File: config.mk
export PLATFORM = sky130hd
export DESIGN_NAME = overload_interlock
export DESIGN_NICKNAME = d
export VERILOG_FILES = /design/src/rtl/elevator_emergency_pkg.sv /design/src/rtl/sync_2ff.sv /design/src/rtl/overload_interlock.sv
export SDC_FILE = /design/constraint.sdc
export NUM_CORES = 1
export LEC_CHECK = 0
export ABC_AREA = 1
export CORE_MARGIN = 10
export CORE_UTILIZATION = 32
export CTS_CLUSTER_SIZE = 25
export DETAILED_ROUTE_END_ITERATION = 8
export DONT_BUFFER_PORTS = 1
export PLACE_DENSITY = 0.44
export SLEW_MARGIN = 0
export SYNTH_ARGS = -nofsm -noshare
export SYNTH_HDL_FRONTEND = slang
export SYNTH_HIERARCHICAL = 1
export SYNTH_SLANG_ARGS = --single-unit
File: constraint.sdc
create_clock -name clk -period 1.6 [get_ports clk]
set_input_delay 0.24 -clock clk [delete_from_list [all_inputs] [get_ports clk]]
set_output_delay 0.24 -clock clk [all_outputs]
set_load 0.005 [all_outputs]
File: src/rtl/elevator_emergency_pkg.sv
// ---------------------------------------------------------------------------
// elevator_emergency_pkg
// Shared types and default timing constants for the elevator emergency
// subsystem blocks (overload interlock and friends).
//   ovl_state_t            : overload interlock FSM state encoding
//   DEF_DEBOUNCE_CYCLES    : synchronised-high cycles needed to declare overload
//   DEF_CLEAR_CYCLES       : synchronised-low cycles needed to release overload
//   DEF_BUZZ_HALF_PERIOD   : buzzer on/off half-period in clock cycles
//   is_latched()           : true for the states in which overload is asserted
// ---------------------------------------------------------------------------
package elevator_emergency_pkg;

    typedef enum logic [1:0] {
        IDLE     = 2'd0,
        CONFIRM  = 2'd1,
        OVERLOAD = 2'd2,
        RELEASE  = 2'd3
    } ovl_state_t;

    localparam int unsigned DEF_DEBOUNCE_CYCLES  = 32'd8;
    localparam int unsigned DEF_CLEAR_CYCLES     = 32'd16;
    localparam int unsigned DEF_BUZZ_HALF_PERIOD = 32'd4;
    localparam int unsigned DEF_CNT_W            = 32'd5;
    localparam int unsigned DEF_EVT_W            = 32'd8;

    // OVERLOAD and RELEASE both present the overload outputs to the car.
    function automatic logic is_latched(input ovl_state_t s);
        return (s == OVERLOAD) || (s == RELEASE);
    endfunction

endpackage

File: src/rtl/sync_2ff.sv
// ---------------------------------------------------------------------------
// sync_2ff
// Single-bit two-flop synchroniser for bringing an asynchronous level into
// the clk domain. Both stages clear on reset.
//   clk   : destination clock, rising edge
//   rst_n : asynchronous active-low reset
//   d     : asynchronous input level
//   q     : synchronised level, two clocks behind d
// ---------------------------------------------------------------------------
module sync_2ff (
    input  logic clk,
    input  logic rst_n,
    input  logic d,
    output logic q
);

    logic ff1_q;
    logic ff2_q;

    // Two-stage capture; the first stage may go metastable, the second filters it.
    always_ff @(posedge clk or negedge rst_n) begin
        if (!rst_n) begin
            ff1_q <= 1'b0;
            ff2_q <= 1'b0;
        end else begin
            ff1_q <= d;
            ff2_q <= ff1_q;
        end
    end

    assign q = ff2_q;

endmodule

File: src/rtl/overload_interlock.sv
// ---------------------------------------------------------------------------
// overload_interlock
// Consumes the weight-limit flag from weight_control, debounces it and
// latches an overload condition. While overloaded the doors are held open,
// car motion is inhibited and an intermittent buzzer sounds. Release needs
// the flag to stay clear for a full qualification window.
//
// Optional feature (macro OVERLOAD_EVENT_COUNTER_EN): adds parameter EVT_W
// and output overload_events, a saturating count of fresh overload entries.
//
// Ports:
//   clk                   : system clock, rising edge
//   rst_n                 : asynchronous active-low reset
//   weight_limit_exceeded : raw flag, asynchronous to clk
//   car_moving            : 1 while the car travels; blocks overload entry only
//   overload_active       : registered, 1 while overload is latched
//   door_hold_open        : registered, keep/reopen doors request
//   motion_inhibit        : registered, blocks departure
//   buzzer                : registered, intermittent alarm drive
//   overload_events       : saturating entry count (macro builds only)
// ---------------------------------------------------------------------------
module overload_interlock
    import elevator_emergency_pkg::*;
#(
    parameter int unsigned DEBOUNCE_CYCLES  = DEF_DEBOUNCE_CYCLES,
    parameter int unsigned CLEAR_CYCLES     = DEF_CLEAR_CYCLES,
    parameter int unsigned BUZZ_HALF_PERIOD = DEF_BUZZ_HALF_PERIOD,
    parameter int unsigned CNT_W            = DEF_CNT_W
`ifdef OVERLOAD_EVENT_COUNTER_EN
    ,
    parameter int unsigned EVT_W            = DEF_EVT_W
`endif
) (
    input  logic             clk,
    input  logic             rst_n,
    input  logic             weight_limit_exceeded,
    input  logic             car_moving,
    output logic             overload_active,
    output logic             door_hold_open,
    output logic             motion_inhibit,
    output logic             buzzer
`ifdef OVERLOAD_EVENT_COUNTER_EN
    ,
    output logic [EVT_W-1:0] overload_events
`endif
);

    localparam int unsigned BZ_W = (BUZZ_HALF_PERIOD > 32'd1) ? $clog2(BUZZ_HALF_PERIOD) : 32'd1;

    logic             lim_s;
    ovl_state_t       state_q, state_d;
    logic [CNT_W-1:0] cnt_q, cnt_d;
    logic [BZ_W-1:0]  bz_cnt_q, bz_cnt_d;
    logic             latched_q, latched_d;
    logic             buzzer_q, buzzer_d;

    sync_2ff u_sync (
        .clk   (clk),
        .rst_n (rst_n),
        .d     (weight_limit_exceeded),
        .q     (lim_s)
    );

    // Next-state and qualification counter. The counter holds the number of
    // qualifying samples seen so far, so the transition fires on the sample
    // that makes it reach the threshold.
    always_comb begin
        state_d = state_q;
        cnt_d   = cnt_q;
        case (state_q)
            IDLE: begin
                if (lim_s && !car_moving) begin
                    state_d = CONFIRM;
                    cnt_d   = CNT_W'(1);
                end else begin
                    cnt_d   = '0;
                end
            end
            CONFIRM: begin
                if (!lim_s || car_moving) begin
                    state_d = IDLE;
                    cnt_d   = '0;
                end else if (cnt_q >= CNT_W'(DEBOUNCE_CYCLES - 32'd1)) begin
                    state_d = OVERLOAD;
                    cnt_d   = '0;
                end else begin
                    cnt_d   = cnt_q + CNT_W'(1);
                end
            end
            OVERLOAD: begin
                if (!lim_s) begin
                    state_d = RELEASE;
                    cnt_d   = CNT_W'(1);
                end else begin
                    cnt_d   = '0;
                end
            end
            RELEASE: begin
                if (lim_s) begin
                    state_d = OVERLOAD;
                    cnt_d   = '0;
                end else if (cnt_q >= CNT_W'(CLEAR_CYCLES - 32'd1)) begin
                    state_d = IDLE;
                    cnt_d   = '0;
                end else begin
                    cnt_d   = cnt_q + CNT_W'(1);
                end
            end
            default: begin
                state_d = IDLE;
                cnt_d   = '0;
            end
        endcase
    end

    // Outputs follow the state being entered so they rise together with the
    // state register. The buzzer phase only restarts on a fresh entry; an
    // OVERLOAD<->RELEASE bounce keeps the running phase.
    always_comb begin
        latched_d = is_latched(state_d);
        buzzer_d  = 1'b0;
        bz_cnt_d  = '0;
        if (!latched_d) begin
            buzzer_d = 1'b0;
            bz_cnt_d = '0;
        end else if (!is_latched(state_q)) begin
            buzzer_d = 1'b1;
            bz_cnt_d = '0;
        end else if (bz_cnt_q == BZ_W'(BUZZ_HALF_PERIOD - 32'd1)) begin
            buzzer_d = ~buzzer_q;
            bz_cnt_d = '0;
        end else begin
            buzzer_d = buzzer_q;
            bz_cnt_d = bz_cnt_q + BZ_W'(1);
        end
    end

    // State, counters and output registers.
    always_ff @(posedge clk or negedge rst_n) begin
        if (!rst_n) begin
            state_q   <= IDLE;
            cnt_q     <= '0;
            bz_cnt_q  <= '0;
            latched_q <= 1'b0;
            buzzer_q  <= 1'b0;
        end else begin
            state_q   <= state_d;
            cnt_q     <= cnt_d;
            bz_cnt_q  <= bz_cnt_d;
            latched_q <= latched_d;
            buzzer_q  <= buzzer_d;
        end
    end

    assign overload_active = latched_q;
    assign door_hold_open  = latched_q;
    assign motion_inhibit  = latched_q;
    assign buzzer          = buzzer_q;

`ifdef OVERLOAD_EVENT_COUNTER_EN
    logic [EVT_W-1:0] evt_q, evt_d;

    // Count only fresh entries from CONFIRM; saturate at all-ones.
    always_comb begin
        evt_d = evt_q;
        if ((state_q == CONFIRM) && (state_d == OVERLOAD) && (evt_q != {EVT_W{1'b1}})) begin
            evt_d = evt_q + EVT_W'(1);
        end else begin
            evt_d = evt_q;
        end
    end

    // Event counter register.
    always_ff @(posedge clk or negedge rst_n) begin
        if (!rst_n) begin
            evt_q <= '0;
        end else begin
            evt_q <= evt_d;
        end
    end

    assign overload_events = evt_q;
`endif

endmodule

# Word-level counts from Yosys, hierarchy flattened

Cells that the tools add are included.

Output and inout port bits: 4
Logic and storage cells: 46
Input port bits: 4
Bits in registers: 13

Eq/ne operators: 7
Muxes and demuxes: 20
Reductions and logical operators: 7
$add $sub $neg: 2
Bitwise operators: 1
Magnitude comparators: 2

Operator list:

| cell                                                                                | number |
|---|---|
| 5-bit 2-to-1 mux                                                                    | 4 |
| 5-bit one-hot mux with 4 select lines                                               | 1 |
| 2-bit 2-to-1 mux                                                                    | 9 |
| 2-bit equality test, second input constant                                          | 5 |
| 2-bit one-hot mux with 4 select lines                                               | 1 |
| 5-bit by 1-bit adder with 5-bit output, second input constant                       | 1 |
| 5-bit by 3-bit greater-or-equal comparator with 1-bit output, second input constant | 1 |
| 5-bit by 4-bit greater-or-equal comparator with 1-bit output, second input constant | 1 |
| 1-bit 2-to-1 mux                                                                    | 5 |
| 1-bit logical OR                                                                    | 3 |
| 3-bit by 2-bit inequality test with 1-bit output, second input constant             | 1 |
| 2-bit by 1-bit adder with 2-bit output, second input constant                       | 1 |
| 2-bit by 1-bit equality test with 1-bit output, second input constant               | 1 |
| 1-bit zero test                                                                     | 2 |
| 2-bit zero test                                                                     | 1 |
| 1-bit logical AND                                                                   | 1 |
| 1-bit NOT                                                                           | 1 |

# Depth between registers and ports, before layout

Gate-level depths: netlist of run 1.

Depth after elaboration: 7
Gate-level depth with buffers: 12
Gate-level depth less buffers: 12

# Modules after synthesis

Netlist of run 1, hierarchy kept.

By module, submodules not included:

| module             | area each (sq um) | instances | sequential area each (sq um) | cells each |
|---|---|---|---|---|
| overload_interlock | 525.5             | 1         | 250.2                        | 64 |
| sync_2ff           | 50.0              | 1         | 50.0                         | 2 |

# Least setup slack after synthesis of run 1

Ideal clock, no wire load.

Path type: register to register
Start point: reg cnt_q[0]
End point: reg buzzer_q, in the netlist buzzer
Slack: 0.074 ns
Stages on the path, launching flop included: 13
Arrival: 1.408 ns
Period minus slack after synthesis: 1.526 ns
Path buffers: 0
Library setup time: 0.117 ns
Data required time: 1.483 ns
Cells stage by stage: dfrtp_1 > ha_1 > nand2_1 > nor2_1 > ha_1 > nor2_1 > nand2_1 > nand2_1 > nand2_1 > nand2_1 > nand2_1 > nand3_1 > nand2_1

Word-level cells in the longest chain between the ends: 7
Elaborated cells between the ends (all ways): 12
Classes of those cells: order compare (2); eq/ne (3); mux (6); reduce/logical (1)

Ends and longest elaborated chain:

| what                                                                                                                                                | RTL line                                            | RTL |
|---|---|---|
| start: declaration                                                                                                                                  | overload_interlock.sv:52                            | `logic [CNT_W-1:0] cnt_q, cnt_d;` |
| start signal: assignment                                                                                                                            | overload_interlock.sv:148                           | `cnt_q <= cnt_d;` |
| 5-bit by 4-bit greater-or-equal comparator with 1-bit output / 5-bit by 3-bit greater-or-equal comparator with 1-bit output (equally long branches) | overload_interlock.sv:102, overload_interlock.sv:83 |  |
| 2-bit 2-to-1 mux (on tied branches)                                                                                                                 | overload_interlock.sv:102, overload_interlock.sv:83 |  |
| 2-bit 2-to-1 mux (on tied branches)                                                                                                                 | overload_interlock.sv:99, overload_interlock.sv:80  |  |
| 2-bit one-hot mux with 4 select lines *                                                                                                             | overload_interlock.sv:70                            | `case (state_q)` |
| 2-bit equality test                                                                                                                                 | elevator_emergency_pkg.sv:28                        | `return (s == OVERLOAD) \|\| (s == RELEASE);` |
| 1-bit logical OR *                                                                                                                                  | elevator_emergency_pkg.sv:28                        |  |
| 3-bit by 2-bit inequality test with 1-bit output (no source line) / 1-bit 2-to-1 mux (equally long branches)                                        | n/a                                                 |  |
| end signal: assignment                                                                                                                              | overload_interlock.sv:151                           | `buzzer_q <= buzzer_d;` |
| end: declaration                                                                                                                                    | overload_interlock.sv:55                            | `logic buzzer_q, buzzer_d;` |

Every way passes the cells marked *; elsewhere a longest branch is shown, timed or not.
A chain may end at the register's enable or synchronous reset.

# Final worst setup path of run 1

Start point: reg cnt_q[1]
End point: reg buzzer_q, in the netlist buzzer

Same word-level chain as after synthesis.

==> results of run 1 <==
-- metrics by stage --
step           utilization [%]  hold WS (ns)  power, uW  cell area (um2)  setup WS (ns)
4_1_cts                   38.5         0.354        532              657         0.0225
3_3_place_gp              36.0       -0.0551        340              614         0.0124
2_1_floorplan                -       -0.0556        333              576         0.0744
6_report                  39.9         0.350        522              682          0.120
5_1_grt                   39.9         0.373        554              682        0.00926
3_5_place_dp              36.0       -0.0551        340              614         0.0266
-- synthesized netlist by cell type, drive strengths merged --
| cell | instances | share of area, % |
|---|---|---|
| nand2 | 16 | 10 |
| dfrtp | 12 | 52 |
| inv | 11 | 7.2 |
| nor2 | 7 | 4.6 |
| nand3 | 5 | 4.3 |
| ha | 3 | 6.5 |
| nand4 | 3 | 3.3 |
| nor3 | 3 | 4.3 |
| buf | 2 | 2.6 |
| a21boi | 1 | 1.3 |
| a21o | 1 | 1.3 |
| a31oi | 1 | 1.1 |
| o21ai | 1 | 0.87 |
-- area by class of cell --
class / count / area [um2]
Fill cell: 171 / 1030
Sequential cell: 12 / 300
Multi-Input combinational cell: 41 / 236
Timing Repair Buffer: 6 / 50.0
Inverter: 11 / 41.3
Tap cell: 25 / 31.3
Clock buffer: 3 / 22.5
-- worst max path at each step --
stage / depth (start not counted) / endpoint
global route: 12 / buzzer$_DFFE_PN0P_
detailed placement: 12 / buzzer$_DFFE_PN0P_
finish: 12 / buzzer$_DFFE_PN0P_
floorplan: 12 / buzzer$_DFFE_PN0P_
CTS: 12 / buzzer$_DFFE_PN0P_
global placement: 12 / buzzer$_DFFE_PN0P_
-- timing repair --
item | CTS | global route
endpoints found under the hold margin | 13 | 0
hold buffers | 2 | 0
endpoints found under the setup margin | 0 | 2
gates resized for setup | 0 | 7
buffers inserted | 0 | 1
-- critical path: stages (launching register included) --
cell and delay, ns:
dfrtp_1 0.38, ha_2 0.19, nand2_2 0.07, nor2_1 0.04, ha_2 0.16, nor2_2 0.11, nand2_1 0.06, nand2_1 0.06
nand2_2 0.07, nand2_2 0.07, nand2_2 0.05, nand3_1 0.06, nand2_1 0.05
-- state kept, by name, summed over array words and instances (netlist names) --
| register | cells |
|---|---|
| cnt_q | 5 |
| bz_cnt_q | 2 |
| buzzer | 1 |
| door_hold_open | 1 |
| state_q | 1 |
| u_sync/ff1_q | 1 |
| u_sync/q | 1 |
-- where the power goes --
group	switching, uW	total [uW]	internal, uW
clock	91.4	178	87.1
sequential	3.37	313	310
combinational	18.5	30.2	11.7
total	113	522	409
-- cell families after synthesis --
logic type / synth area share, %
buf+inv: 9.78
fa+ha+maj: 6.52
simple gates: 27.0
compound gates: 4.57
flops: 52.2
-- per-layer routing --
| layer | wire length [um] | GRT usage (%) |
|---|---|---|
| met5 | 0 | 0 |
| met4 | 12 | 2.51 |
| met3 | 78 | 3.76 |
| met2 | 481 | 8.85 |
| met1 | 443 | 6.06 |
==> flow_summary.yaml, run 1 <==
finish:
  diodes: 0
  nets: 82
  layout_common_cells: "nand2_1 (12), dfrtp_1 (12), inv_1 (10)"
  syn2layout_area_growth_pct: 18.5
  fin_cells: 98
  drive_above_1_share_pct: 23.3
sta:
  drv_slew: 0
  max_freq_mhz: 676
  setup_violations: 0
  skew_ns: 0.00589
  relSlewSlack_pct: 62.1
  setup_tns_ns: 0
  worstMarginPinSlew_ns: 0.567
  period_share_pct: 92.5
  fin_crit_ns: 1.48
  finalHoldViolCount: 0
  rsz0062_at_grt: "false"
floorplanning:
  rows: 15
  coreArea_um2: 1710
  die_w_um: 62.4
  die_h_um: 62.4
  io_pins: 8
  die_area_um2: 3900
  start_util_pct: 33.7
pwr:
  peakVddDrop_mv: 0.601
  powerDensity_nw_per_um2: 766
  power.leakage_uw: 0.000357
clock_network:
  ctsRootBufferMaster: "clkbuf_4"
  htreeDepth: 1
  cts.sink_count: 12
  cts_tree: "done"
  clock_path_buffers: 2
  cts_buffers: 3
  clkTransAtPathRegs_ns: 0.07
  worstSkewPairLatency_ns: 0.27
place:
  dp_cells: 92
  place.gp.congestion: 0.669
  portBuffers: 0
  place_hpwl_um: 776
yosys:
  syn_inst: 66
  synth.ff_latch_count: 12
  syn-num-nets: 73
  synth_area_per_cell_um2: 8.72
  synth_cell_types: 15
  seq_area_frac_synth_pct: 52.2
  ys_warn_count: 6
  syn_area_um2: 576
worst_setup_path:
  end_kind: "register"
  cp_max_fo: 3
  crit_arrival_ns: 1.65
  startpoint_type: "register"
  reg2reg_depth: 12
  worstPathRequired_ns: 1.77
  crit_type: "register to register"
  rr_startpoint: "cnt_q[1]$_DFF_PN0_"
  cp-startpoint: "cnt_q[1]$_DFF_PN0_"
  rr_endpoint: "buzzer$_DFFE_PN0P_"
  rrSetupSlack_ns: 0.12
min_path:
  hp-start: "u_sync/ff1_q$_DFF_PN0_"
  holdPathStages: 0
  hold_path.class: "register to register"
  min_to: "u_sync/q$_DFF_PN0_"
routing:
  num_vias: 431
  avgViaCountPerCell: 4.40
  routedWlPerCell_um: 10.4
  dr.pass1.iters: 4
  drt-initial-drc-count: 3
  drc: 0
  ant_nets: 0
  routed_wl_mm: 1.02
outcome:
  status: "finished clean"
global_routing:
  grt_pass1_vias: 407
  grt.total_usage_pct: 5.76
  grt_pass1_wl_mm: 1.79
  overflow: 0
  antenna_found_initial: 0
  grt_max_degree: 13
flow_run:
  drv_cap: 0
Note: power is estimated with default switching activity, not from simulation.
==> inputs of run 2 (changes only) <==
--- a/config.mk
+++ b/config.mk
@@ -15,5 +15,4 @@
 export SLEW_MARGIN = 0
 export SYNTH_ARGS = -nofsm -noshare
 export SYNTH_HDL_FRONTEND = slang
-export SYNTH_HIERARCHICAL = 1
 export SYNTH_SLANG_ARGS = --single-unit
==> constraint.sdc (replaced) <==
create_clock -name clk -period 1.2 [get_ports clk]
set_input_delay 0.18 -clock clk [delete_from_list [all_inputs] [get_ports clk]]
set_output_delay 0.18 -clock clk [all_outputs]
set_load 0.005 [all_outputs]
==> flow_summary.yaml, run 2 <==
outcome:
  status: "finished, violations left"
  violations: "setup timing"
clock_network:
  clkTransAtPathRegs_ns: 0.07
  ctsRootBufferMaster: "clkbuf_4"
  cts.sink_count: 12
  cts_tree: "done"
  clock_path_buffers: 2
  worstSkewPairLatency_ns: 0.27
  cts_buffers: 3
  htreeDepth: 1
worst_setup_path:
  cp_common_cell: "nand2_2"
  critPathMaxStageDelay_ns: 0.40
  rrSetupSlack_ns: -0.27
  reg2reg_depth: 12
  crit_type: "register to register"
  cp_max_fo: 3
  worstPathRequired_ns: 1.37
  rr_startpoint: "cnt_q[0]$_DFF_PN0_"
  crit_arrival_ns: 1.64
  path_cells: "ha_2, nand2_2, nor2_2, ha_2, nor2_2, nand2_1, nand2_1, nand2_2, nand2_2, nand2_2, nand3_1, nand2_1"
  crit_slowest_cell: "dfrtp_1"
  end_kind: "register"
  rr_endpoint: "buzzer$_DFFE_PN0P_"
  startpoint_type: "register"
global_routing:
  met1_usage_pct: 6.06
  grt_pass1_vias: 454
  grt_pass1_wl_mm: 1.84
  grt_max_degree: 13
  met3_usage_pct: 3.76
  gr-max-usage-layer: "met2"
  overflow: 0
  grt_use_met2_pct: 9.10
  antenna_found_initial: 0
  grt.total_usage_pct: 5.73
floorplanning:
  start_util_pct: 33.7
  io_pins: 8
  coreArea_um2: 1710
  rows: 15
  die_area_um2: 3900
  die_h_um: 62.4
  die_w_um: 62.4
place:
  portBuffers: 0
  place.gp.congestion: 0.783
  place_hpwl_um: 806
  dp_cells: 96
  place_ws_ns: -0.334
yosys:
  syn_inst: 66
  synth.ff_latch_count: 12
  synth_area_leaders: "dfrtp_1 (52%), nand2_1 (10%), ha_1 (6.5%), inv_1 (6.5%), nor2_1 (4.6%)"
  seq_area_frac_synth_pct: 52.2
  syn_area_um2: 576
  synthArstFlopShare_pct: 100
  synth_cell_types: 15
  synth.most_common_cell: "nand2_1"
  synth_top_area_share_pct: 52.2
  synth_area_per_cell_um2: 8.72
  synth_commonest_cells: "nand2_1 (16), dfrtp_1 (12), inv_1 (10)"
  yosysTopAreaCell: "dfrtp_1"
  synth_ff_type: "dfrtp_1"
  ys_warn_count: 0
  syn-num-nets: 73
  synth_edf_count: 0
sta:
  finalHoldViolCount: 0
  worstMarginPinSlew_ns: 0.550
  layout_setup_ws_ns: -0.266
  max_freq_mhz: 682
  rsz0062_at_grt: "true"
  setup_violations: 10
  holdWs_ns: 0.277
  skew_ns: 0.00646
  drv_slew: 0
  fin_crit_ns: 1.47
  period_share_pct: 122
  relSlewSlack_pct: 63.2
  setup_tns_ns: -1.66
routing:
  drt-initial-drc-count: 3
  avgViaCountPerCell: 4.25
  ant_nets: 0
  drc: 0
  routed_wl_mm: 1.09
  dr.pass1.iters: 2
  num_vias: 442
  routedWlPerCell_um: 10.5
finish:
  largest_reg_flops: 5
  syn2layout_area_growth_pct: 32.0
  nets: 88
  layout_common_cells: "dfrtp_1 (12), nand2_1 (11), inv_1 (9)"
  fin_cells: 104
  regMostFlops: "cnt_q"
  diodes: 0
  drive_above_1_share_pct: 38.0
  top_regs: "cnt_q: 5 flops, bz_cnt_q: 2 flops"
  layout_commonest_cell: "dfrtp_1"
min_path:
  hold_path.class: "input pin to register"
  hp-start: "car_moving"
  holdPathStages: 5
  min_to: "door_hold_open$_DFF_PN0_"
pwr:
  peakVddDrop_mv: 0.467
  power.leakage_uw: 0.000392
  powerDensity_nw_per_um2: 926
flow_run:
  drv_cap: 0
==> run 2: cell counts after synthesis <==
No cell type changed its count.
==> run 2: how the worst max path moves through the flow <==
stage | startpoint | end | depth (start not counted)
2_1_floorplan | cnt_q[0]$_DFF_PN0_ | buzzer$_DFFE_PN0P_ | 12
3_3_place_gp | cnt_q[0]$_DFF_PN0_ | buzzer$_DFFE_PN0P_ | 12
3_5_place_dp | cnt_q[0]$_DFF_PN0_ | buzzer$_DFFE_PN0P_ | 12
4_1_cts | cnt_q[1]$_DFF_PN0_ | buzzer$_DFFE_PN0P_ | 12
5_1_grt | cnt_q[0]$_DFF_PN0_ | buzzer$_DFFE_PN0P_ | 12
6_report | cnt_q[0]$_DFF_PN0_ | buzzer$_DFFE_PN0P_ | 12
==> run 2: critical path: cells and delay by family, from the launching register on <==
| family | cells | cell delay, ns |
|---|---|---|
| flip-flops | 1 | 0.40 |
| adder cells (fa/ha/maj) | 2 | 0.35 |
| AND/OR/NAND/NOR | 10 | 0.63 |
==> run 2: cells by family (layout without fill, tap and decap cells) <==
family                   Yosys count  count (layout)  share of synthesized area, %
AND/OR/NAND/NOR                   34              34                          27.0
buffers and inverters             13              26                          9.78
AO/OA/AOI/OAI                      4               4                          4.57
flip-flops                        12              12                          52.2
adder cells (fa/ha/maj)            3               3                          6.52
==> run 2: final cells by class <==
class                   instances  area (um2)
clock buffers                   3        22.5
flip-flops and latches         12         300
fillers                       170         948
inverters                      11        41.3
multi-input cells              41         262
well taps                      25        31.3
repair buffers                 12         103
==> run 2: metal layers <==
metal	part of all wire [%]	routed length, um
met5	0	0
met4	0	0
met3	6.9	75
met2	49	537
met1	44	475
==> run 2: report_power, final <==
group	internal (uW)	total [uW]	switching, uW	leakage (uW)
Clock	116	242	125	0.0000138
Sequential	414	419	5.39	0.000161
Combinational	17.1	43.0	25.9	0.000218
Total	547	704	157	0.000392
==> run 2: what timing repair did <==
item                                   4_1_cts  5_1_grt
hold buffers                                 2        0
pin swaps                                    3        4
resized for setup                            6        7
setup buffers                                1        3
endpoints found under the hold margin       13        0
setup endpoints to repair                    9       10
==> run 2: per-stage QoR <==
step	utilization, %	area (um2)	power [uW]
after floorplan	-	586	444
after global placement	38.3	654	449
after detailed placement	38.3	654	450
after CTS	42.3	722	717
after global routing	44.5	759	742
final	44.5	759	704
==> inputs of run 3 (changes only) <==
--- a/config.mk
+++ b/config.mk
@@ -6,6 +6,7 @@
 export NUM_CORES = 1
 export LEC_CHECK = 0
 export ABC_AREA = 1
+export CAP_MARGIN = 25
 export CORE_MARGIN = 10
 export CORE_UTILIZATION = 32
 export CTS_CLUSTER_SIZE = 25
==> results of run 3 <==
The final DEF is identical to that of run 2; final timing and power are the same.
